## src/rtl/stream_rr_arbiter.sv

```systemverilog
// Two-requester stream arbiter with round-robin tie breaking and bounded bursts.
// Each grant pops up to BURST head words from one requester and forwards them,
// tagged with their source index, onto a single registered output stream.
//
// Handshake: read_Sn is a pop strobe. It is only ever high while avail_Sn is
// high and afull_S is low, and the word on input_Sn is consumed at that rising
// edge. write_S is a one-cycle strobe, one cycle after the pop. output_S and
// tag_S are valid only while write_S is high. The downstream side can always
// take that single word, even if afull_S has risen in the meantime.
module stream_rr_arbiter #(
    parameter int WIDTH = 16,
    parameter int BURST = 4
) (
    input  logic             clk,
    input  logic             rst,
    input  logic [WIDTH-1:0] input_S0,
    input  logic [WIDTH-1:0] input_S1,
    input  logic             avail_S0,
    input  logic             avail_S1,
    output logic             read_S0,
    output logic             read_S1,
    output logic [WIDTH-1:0] output_S,
    output logic             tag_S,
    output logic             write_S,
    input  logic             afull_S,
    output logic             busy,
    output logic [1:0]       dbg_state,
    output logic             dbg_lsp,
    output logic [7:0]       dbg_bcnt
);

    typedef enum logic [1:0] {
        IDLE   = 2'd0,
        GRANT0 = 2'd1,
        GRANT1 = 2'd2
    } state_t;

    localparam logic [7:0] BURST_L = 8'(BURST);

    state_t     state;
    state_t     state_nxt;
    logic       lsp;
    logic       lsp_nxt;
    logic [7:0] bcnt;
    logic [7:0] bcnt_nxt;

    logic       g_idx;
    logic       g_avail;
    logic       o_avail;
    logic       rd;

    // Resolve which requester holds the grant and whether it pops this cycle.
    always_comb begin
        g_idx   = (state == GRANT1);
        g_avail = g_idx ? avail_S1 : avail_S0;
        o_avail = g_idx ? avail_S0 : avail_S1;
        rd      = (state != IDLE) && g_avail && !afull_S;
    end

    // State register: grant state, last-served pointer and burst counter.
    always_ff @(posedge clk or negedge rst) begin
        if (!rst) begin
            state <= IDLE;
            lsp   <= 1'b1;
            bcnt  <= 8'd0;
        end else begin
            state <= state_nxt;
            lsp   <= lsp_nxt;
            bcnt  <= bcnt_nxt;
        end
    end

    // Next-state logic.
    // The last read of a burst releases the grant on the same edge. The next
    // owner then reads on the very next cycle. bcnt therefore stays in
    // 0..BURST-1 and cannot wrap.
    always_comb begin
        state_nxt = state;
        lsp_nxt   = lsp;
        bcnt_nxt  = bcnt;
        case (state)
            IDLE: begin
                bcnt_nxt = 8'd0;
                if (avail_S0 && avail_S1) begin
                    state_nxt = lsp ? GRANT0 : GRANT1;
                end else if (avail_S0) begin
                    state_nxt = GRANT0;
                end else if (avail_S1) begin
                    state_nxt = GRANT1;
                end
            end
            GRANT0, GRANT1: begin
                // While afull is high, everything freezes.
                if (!afull_S) begin
                    if (!g_avail) begin
                        // The owner ran dry: release now, without a read.
                        lsp_nxt   = g_idx;
                        bcnt_nxt  = 8'd0;
                        if (o_avail) begin
                            state_nxt = g_idx ? GRANT0 : GRANT1;
                        end else begin
                            state_nxt = IDLE;
                        end
                    end else if (bcnt >= BURST_L - 8'd1) begin
                        // This read completes the burst.
                        lsp_nxt   = g_idx;
                        bcnt_nxt  = 8'd0;
                        if (o_avail) begin
                            state_nxt = g_idx ? GRANT0 : GRANT1;
                        end else begin
                            state_nxt = state;
                        end
                    end else begin
                        bcnt_nxt = bcnt + 8'd1;
                    end
                end
            end
            default: begin
                state_nxt = IDLE;
                bcnt_nxt  = 8'd0;
            end
        endcase
    end

    // Output decode: pop strobes, busy flag and debug visibility of the FSM.
    always_comb begin
        read_S0   = rd && !g_idx;
        read_S1   = rd && g_idx;
        busy      = (state != IDLE);
        dbg_state = state;
        dbg_lsp   = lsp;
        dbg_bcnt  = bcnt;
    end

    // Output stage: register the popped word and its source for one-cycle write.
    always_ff @(posedge clk or negedge rst) begin
        if (!rst) begin
            output_S <= '0;
            tag_S    <= 1'b0;
            write_S  <= 1'b0;
        end else begin
            write_S <= rd;
            if (rd) begin
                output_S <= g_idx ? input_S1 : input_S0;
                tag_S    <= g_idx;
            end
        end
    end

endmodule

```

## config.mk

```make
export PLATFORM = sky130hd
export DESIGN_NAME = stream_rr_arbiter
export DESIGN_NICKNAME = d
export VERILOG_FILES = /design/src/rtl/stream_rr_arbiter.sv
export SDC_FILE = /design/constraint.sdc
export NUM_CORES = 1
export LEC_CHECK = 0
export CAP_MARGIN = 20
export CORE_MARGIN = 3
export CORE_UTILIZATION = 44
export DETAILED_ROUTE_END_ITERATION = 10
export PLACE_DENSITY = 0.82
export SLEW_MARGIN = 25
export SYNTH_ARGS = -nofsm -noshare
export SYNTH_HDL_FRONTEND = slang
export SYNTH_SLANG_ARGS = --single-unit
```

## constraint.sdc

```tcl
create_clock -name clk -period 5.3 [get_ports clk]
set_input_delay 1.06 -clock clk [delete_from_list [all_inputs] [get_ports clk]]
set_output_delay 1.06 -clock clk [all_outputs]
set_load 0.01 [all_outputs]
```

* Word-level counts from Yosys, hierarchy flattened
Cells that the tools add are included.
** Storage, ports and cells
- Output and inout bits :: 32
- Logic and storage cells :: 48
- Bits in registers :: 29
- Input port bits :: 37
** Operators by class
- Reductions and logical operators :: 12
- Equality and inequality tests :: 7
- Bitwise gates (word level) :: 1
- Magnitude comparators :: 1
- Multiplexer cells :: 20
- Add/sub/neg operators :: 1
** Operators by type and width (number)
- $mux 8 :: 4
- $mux 2 :: 10
- $mux 16 :: 1
- $add 8x1->8 const B :: 1
- $ge 8x2->1 const B :: 1
- $ne 3x3->1 const B :: 2
- $logic_and 1x1->1 :: 5
- $mux 1 :: 4
- $ne 4x4->1 const B :: 1
- $pmux 2 s2 :: 1
- $reduce_and 4->1 :: 1
- $reduce_and 3->1 :: 1
- $eq 2x1->1 const B :: 1
- $eq 2x2->1 const B :: 1
- $logic_not 1->1 :: 2
- $logic_not 2->1 :: 1
- $ne 2x1->1 const B :: 1
- $ne 2x2->1 const B :: 1
- $reduce_bool 2->1 :: 1
- $reduce_or 2->1 :: 1
- $not 1->1 :: 1

* Depth between registers and ports, before layout
Gate-level depths: netlist (run 1).
- Word-level depth :: 7
- Gate-level depth with buffers :: 9
- Depth with buffers taken out :: 6

* Worst setup path after synthesis (run 1)
No wires, ideal clock.
- Kind :: input-to-output
- From :: in avail_S1
- To :: out read_S0
- Cell stages on the path :: 5
- Path buffers :: 2
- Slack :: 2192 ps
- Arrival time :: 2048 ps
- Data required time :: 4240 ps
- Path through :: mux2i_1 -> or3_1 -> clkbuf_1 -> clkbuf_1 -> nor2_1
** Between the ends
- Word-level cells in the longest chain between the ends :: 4
** Ends and longest elaborated chain
- start, declared :: RTL line 19 : input logic avail_S1,
- $mux 1 :: RTL line 55 : g_avail = g_idx ? avail_S1 : avail_S0;
- $logic_and 1x1->1 (2 in series) :: RTL line 57 : rd = (state != IDLE) && g_avail && !afull_S;
- $logic_and 1x1->1 :: RTL line 127 : read_S0 = rd && !g_idx;
- end, declared :: RTL line 20 : output logic read_S0,
No other way between the ends.

* Worst setup path after layout (run 1)
Ends and elaborated chain as after synthesis.

==> results.toml, run 1 <==
[placed_design]
place_ws_ps = 1010
place_inst = 247
hpwl_mm = 2.76
gp_congestion = 0.799
io_buffers = 68

[sta]
relSlewSlack_pct = 71.8
slew_violations = 0
finalSetupViolations = 0
period_share_pct = 81.5
tns_ps = 0
max_freq_mhz = 232
worst_pin_slew_ps = 422
clock_skew_ps = 3.29
rsz0062_at_grt = "no"
fin_crit_ps = 4320
hold_violations = 0
worst_slack_ps = 983

[global_routing]
gr-total-overflow = 0
grt_max_degree = 30
grt_pass1_wl_mm = 6.25
antenna_found_initial = 0
grt_usage_pct = 20.1
grt_pass1_vias = 1371

[power]
power.density_nw_per_um2 = 476
leakagePower_nw = 1.03
worst_ir_drop_vdd_uv = 257

[route]
wl_per_cell_um = 14.1
avgViaCountPerCell = 5.02
route.detailed.drc = 0
drtPass1Iterations = 4
finalWirelength_mm = 3.60
drtIter0Drc = 76
antenna_left = 0
vias = 1279

[cts]
cts_tree = "built"
insertion_delay_ps = 330
cts_resized = 0
cts_buffers = 5
clock-sinks = 29
cts_setup_buffers = 0
root_buffer = "clkbuf_4"
cts_max_level = 2
ctsHoldBuffers = 0
clk_pin_slew_ps = 90
cts.path.max_buffers = 2

[yosys]
ys_warn_count = 0
synth_top_area_cell = "dfrtp_1"
synth_nets = 182
synth_area_um2 = 1460
synth.most_common_cell = "dfrtp_1"
synthCells = 141
synth_edf_count = 0
synth.distinct_cells = 32
yosys.area.top_type_share_pct = 48.1
ys_seq_area_share_pct = 49.9
postSynth.topFlopCell = "dfrtp_1"
yosys_register_bits = 29
async_flop_share_pct = 100
synth_area_leaders = "dfrtp_1 (48%), mux2i_1 (12%), o21ai_0 (6.2%)"
syn_avg_cell_area_um2 = 10.3
yosys-top-cells-count = "dfrtp_1 (28), nand2_1 (21), mux2i_1 (18), o21ai_0 (18), clkbuf_1 (8)"

[floorplanning]
io-pin-count = 69
coreArea_um2 = 3100
die-area_um2 = 4040
die_h_um = 63.5
floorplan.initialDensity_pct = 46.9
chipWidth_um = 63.5
std_cell_rows = 20

[setup_path]
crit_required_ps = 4240
criticalPathCategory = "input port to output pin"
critPathLaunchType = "input port"
crit_path_end_kind = "output pin"
cp.arrival_ps = 3260
worstPathMaxFanout = 26
rrSetupSlack_ps = 3010

[final_layout]
nNetsFinal = 251
diodes = 0
post_route_cells_drive_above_1_share_pct = 8.06
syn_to_final_growth_pct = 54.0
finalNonFillerCells = 255

[job]
max_cap_viol_count = 0

[outcome]
status = "finished, final reports clean"

[hold_path]
worstHoldPathType = "flip-flop to flip-flop"
report_power, final:
part           switching (mW)  total [mW]  internal [mW]  leakage, nW
clock network          0.0786       0.155         0.0767       0.0413
logic                   0.269       0.565          0.296        0.614
registers              0.0475       0.347          0.299        0.373
worst paths after layout:
| path | from | depth (start not counted) | endpoint |
|---|---|---|---|
| max | avail_S1 | 6 | read_S0 |
| min | tag_S$_DFFE_PN0P_ | 1 | tag_S$_DFFE_PN0P_ |
| min reg2reg | tag_S$_DFFE_PN0P_ | 1 | tag_S$_DFFE_PN0P_ |
| min in group asynchronous | rst | 2 | dbg_bcnt[6]$_DFFE_PN0N_ |
| max in group asynchronous | rst | 2 | dbg_lsp$_DFFE_PN1P_ |
| max reg2reg | dbg_bcnt[0]$_DFFE_PN0N_ | 5 | dbg_state[0]$_DFFE_PN0P_ |
flip-flops by register name, indices dropped and copies added, names as in the netlist:
register and count:
dbg_bcnt 8, dbg_lsp 1, output_S 16, write_S 1, tag_S 1, dbg_state 2
final cells by class:
class,instances,area [um^2]
fillers,263,860
flip-flops and latches,29,727
repair buffers,71,703
multi-input cells,98,669
clock buffers,7,65.1
well taps,44,55.1
inverters,5,18.8
clock inverters,1,5.00
worst max-delay path: stages:
cell	delay, ps
clkdlybuf4s50_1	600
mux2i_1	180
or3_1	490
buf_4	270
nor2_1	110
clkdlybuf4s50_1	540
routing by layer:
metal / up-vias / global-route usage (%) / part of all wire, %
met5: - / 0 / 0
met4: 0 / 7.55 / 2.3
met2: 60 / 34.4 / 48
li1: 630 / - / -
met3: 10 / 8.91 / 11
met1: 579 / 21.7 / 38
cells in the final DEF, fill, tap and decap left out, drive strengths merged, types with 2 or more instances in the layout:
cell,Yosys,layout
nand2b,2,2
dfrtp,28,28
o31ai,2,2
clkdlybuf4s50,0,68
inv,5,5
ha,4,4
nor2,7,7
buf,1,3
clkbuf,8,7
mux2i,18,18
and3,5,5
nand2,21,21
a21boi,2,2
o21ai,18,18
a21oi,2,2
cells by family after synthesis:
kind of cell | count (synthesis) | share of synthesized area, %
and+or+nand+nor | 43 | 15.4
AOI/OAI and AO/OA | 32 | 13.7
adders and majority gates | 4 | 3.44
DFF | 29 | 49.9
buffers and inverters | 14 | 4.12
muxes | 19 | 13.4
through the flow:
stage               power [mW]  hold WS (ps)  area (um^2)  util [%]
floorplan                0.662           500         1460         -
global placement         0.896           462         2170      70.0
detailed placement       0.920           475         2170      70.0
CTS                       1.08           496         2240      72.3
global route              1.15           523         2240      72.3
finish                    1.07           490         2240      72.3
(Power assumes the default switching activity.)
==> run 2: changes to the inputs <==
Settings changed: CORE_UTILIZATION 44 to 40, PLACE_DENSITY 0.82 to 0.76.
Clock period 5.3 ns to 4.3 ns, I/O delays scaled along.
==> run 2 against run 1 <==
Highest routed layer unchanged. Clock power is 11% higher. Largest power group unchanged. Routed wire length is 2.2% higher. Global-route usage is 2.4 points lower. Non-clock buffer count stayed put. Critical path type unchanged. Sequential power is 23% higher. First-iteration DRC count is 34% lower.
==> results.toml, run 2 (synthesis gave the netlist of run 1 again) <==
[route]
wl_per_cell_um = 14.3
drtIter0Drc = 50
antenna_left = 0
vias = 1301
route.detailed.drc = 0
avgViaCountPerCell = 5.08
drtPass1Iterations = 4
finalWirelength_mm = 3.67

[final_layout]
fin_util_pct = 65.3
nNetsFinal = 251
final_common_cell = "clkdlybuf4s50_1"
syn_to_final_growth_pct = 53.2
max_flop_register = "output_S"
layout_common_cells = "clkdlybuf4s50_1 (68), dfrtp_1 (28), nand2_1 (21), mux2i_1 (18), o21ai_0 (18)"
fill_cells = 289
diodes = 0
largest_reg_flops = 16
post_route_cells_drive_above_1_share_pct = 7.14

[global_routing]
grt_usage_pct = 17.6
grt_pass1_vias = 1320
antenna_found_initial = 0
grt_pass1_wl_mm = 5.88
grt_max_degree = 34
gr-total-overflow = 0

[sta]
clock_skew_ps = 12.7
tns_ps = 0
finalSetupViolations = 0
hold_violations = 0
slew_violations = 0
worst_slack_ps = 692
period_share_pct = 83.9
relSlewSlack_pct = 73.3
fin_crit_ps = 3610
worst_pin_slew_ps = 398
max_freq_mhz = 277
rsz0062_at_grt = "no"

[power]
worst_ir_drop_vdd_uv = 297
leakagePower_nw = 1.02
power.density_nw_per_um2 = 578

[floorplanning]
coreArea_um2 = 3420
die-area_um2 = 4400
io-pin-count = 69
die_h_um = 66.3
chipWidth_um = 66.3
floorplan.initialDensity_pct = 42.6
std_cell_rows = 21

[cts]
root_buffer = "clkbuf_4"
ctsHoldBuffers = 0
cts_resized = 0
cts.path.max_buffers = 2
cts_tree = "built"
cts_max_level = 2
cts_buffers = 5
clk_pin_slew_ps = 80
cts_setup_buffers = 0
insertion_delay_ps = 330
clock-sinks = 29

[setup_path]
rrSetupSlack_ps = 2060
cp_common_cell = "clkdlybuf4s50_1"
crit_required_ps = 3440
cp_cell_sequence = "clkdlybuf4s50_1, mux2i_1, or3_1, nor2_1, clkdlybuf4s50_1"
crit_family = "buffers and inverters"
criticalPathCategory = "input port to output pin"
crit_path_end_kind = "output pin"
worstPathMaxFanout = 7
slowest_delay_ps = 580
path_buf_inv = 2
worst_path_max_delay_cell = "clkdlybuf4s50_1"
cp.arrival_ps = 2750
critPathLaunchType = "input port"

[placed_design]
io_buffers = 68
gp_congestion = 0.911
place_ws_ps = 706
hpwl_mm = 2.80

[job]
max_cap_viol_count = 0

[outcome]
status = "finished, final reports clean"

[hold_path]
worstHoldPathType = "flip-flop to flip-flop"
run 2: path summary, 6_finish.rpt:
kind,start,end,cells after the start
max,avail_S1,read_S1,5
min,output_S[10]$_DFFE_PN0P_,output_S[10]$_DFFE_PN0P_,2
min reg2reg,output_S[10]$_DFFE_PN0P_,output_S[10]$_DFFE_PN0P_,2
min in group asynchronous,rst,output_S[0]$_DFFE_PN0P_,2
max in group asynchronous,rst,dbg_lsp$_DFFE_PN1P_,2
max reg2reg,dbg_bcnt[0]$_DFFE_PN0N_,dbg_state[0]$_DFFE_PN0P_,5
run 2: cell type report:
type | count | area [um^2] | area share [%]
clock buffer | 7 | 55.1 | 2.47
inverter | 5 | 18.8 | 0.841
multi-input combinational | 98 | 669 | 30.0
sequential | 29 | 727 | 32.6
tap | 46 | 57.6 | 2.58
timing repair buffer | 71 | 703 | 31.5
run 2: through the flow:
stage / std cells / power [mW] / instance area (um^2) / hold slack (ps)
3_5_place_dp: 249 / 1.13 / 2180 / 471
4_1_cts: 256 / 1.31 / 2230 / 489
3_3_place_gp: 249 / 1.10 / 2180 / 460
6_report: 256 / 1.29 / 2230 / 481
2_1_floorplan: 141 / 0.817 / 1460 / 500
5_1_grt: 256 / 1.39 / 2230 / 509
run 2: worst reg2reg max path, stage by stage (launching register included):
cell	delay [ps]
dfrtp_1	430
ha_1	230
or4_4	550
nor4b_4	430
a211oi_2	170
mux2_4	330
run 2: power by group:
group / switching [mW] / internal [mW] / total [mW]
logic: 0.326 / 0.366 / 0.692
clock network: 0.0950 / 0.0771 / 0.172
registers: 0.0573 / 0.369 / 0.426
run 2: layer usage:
layer	wire length (um)	vias up	global-route usage [%]
met5	0	-	0
met4	47	0	5.33
met3	352	8	8.50
met2	1760	54	29.5
met1	1520	613	19.7
li1	-	626	-
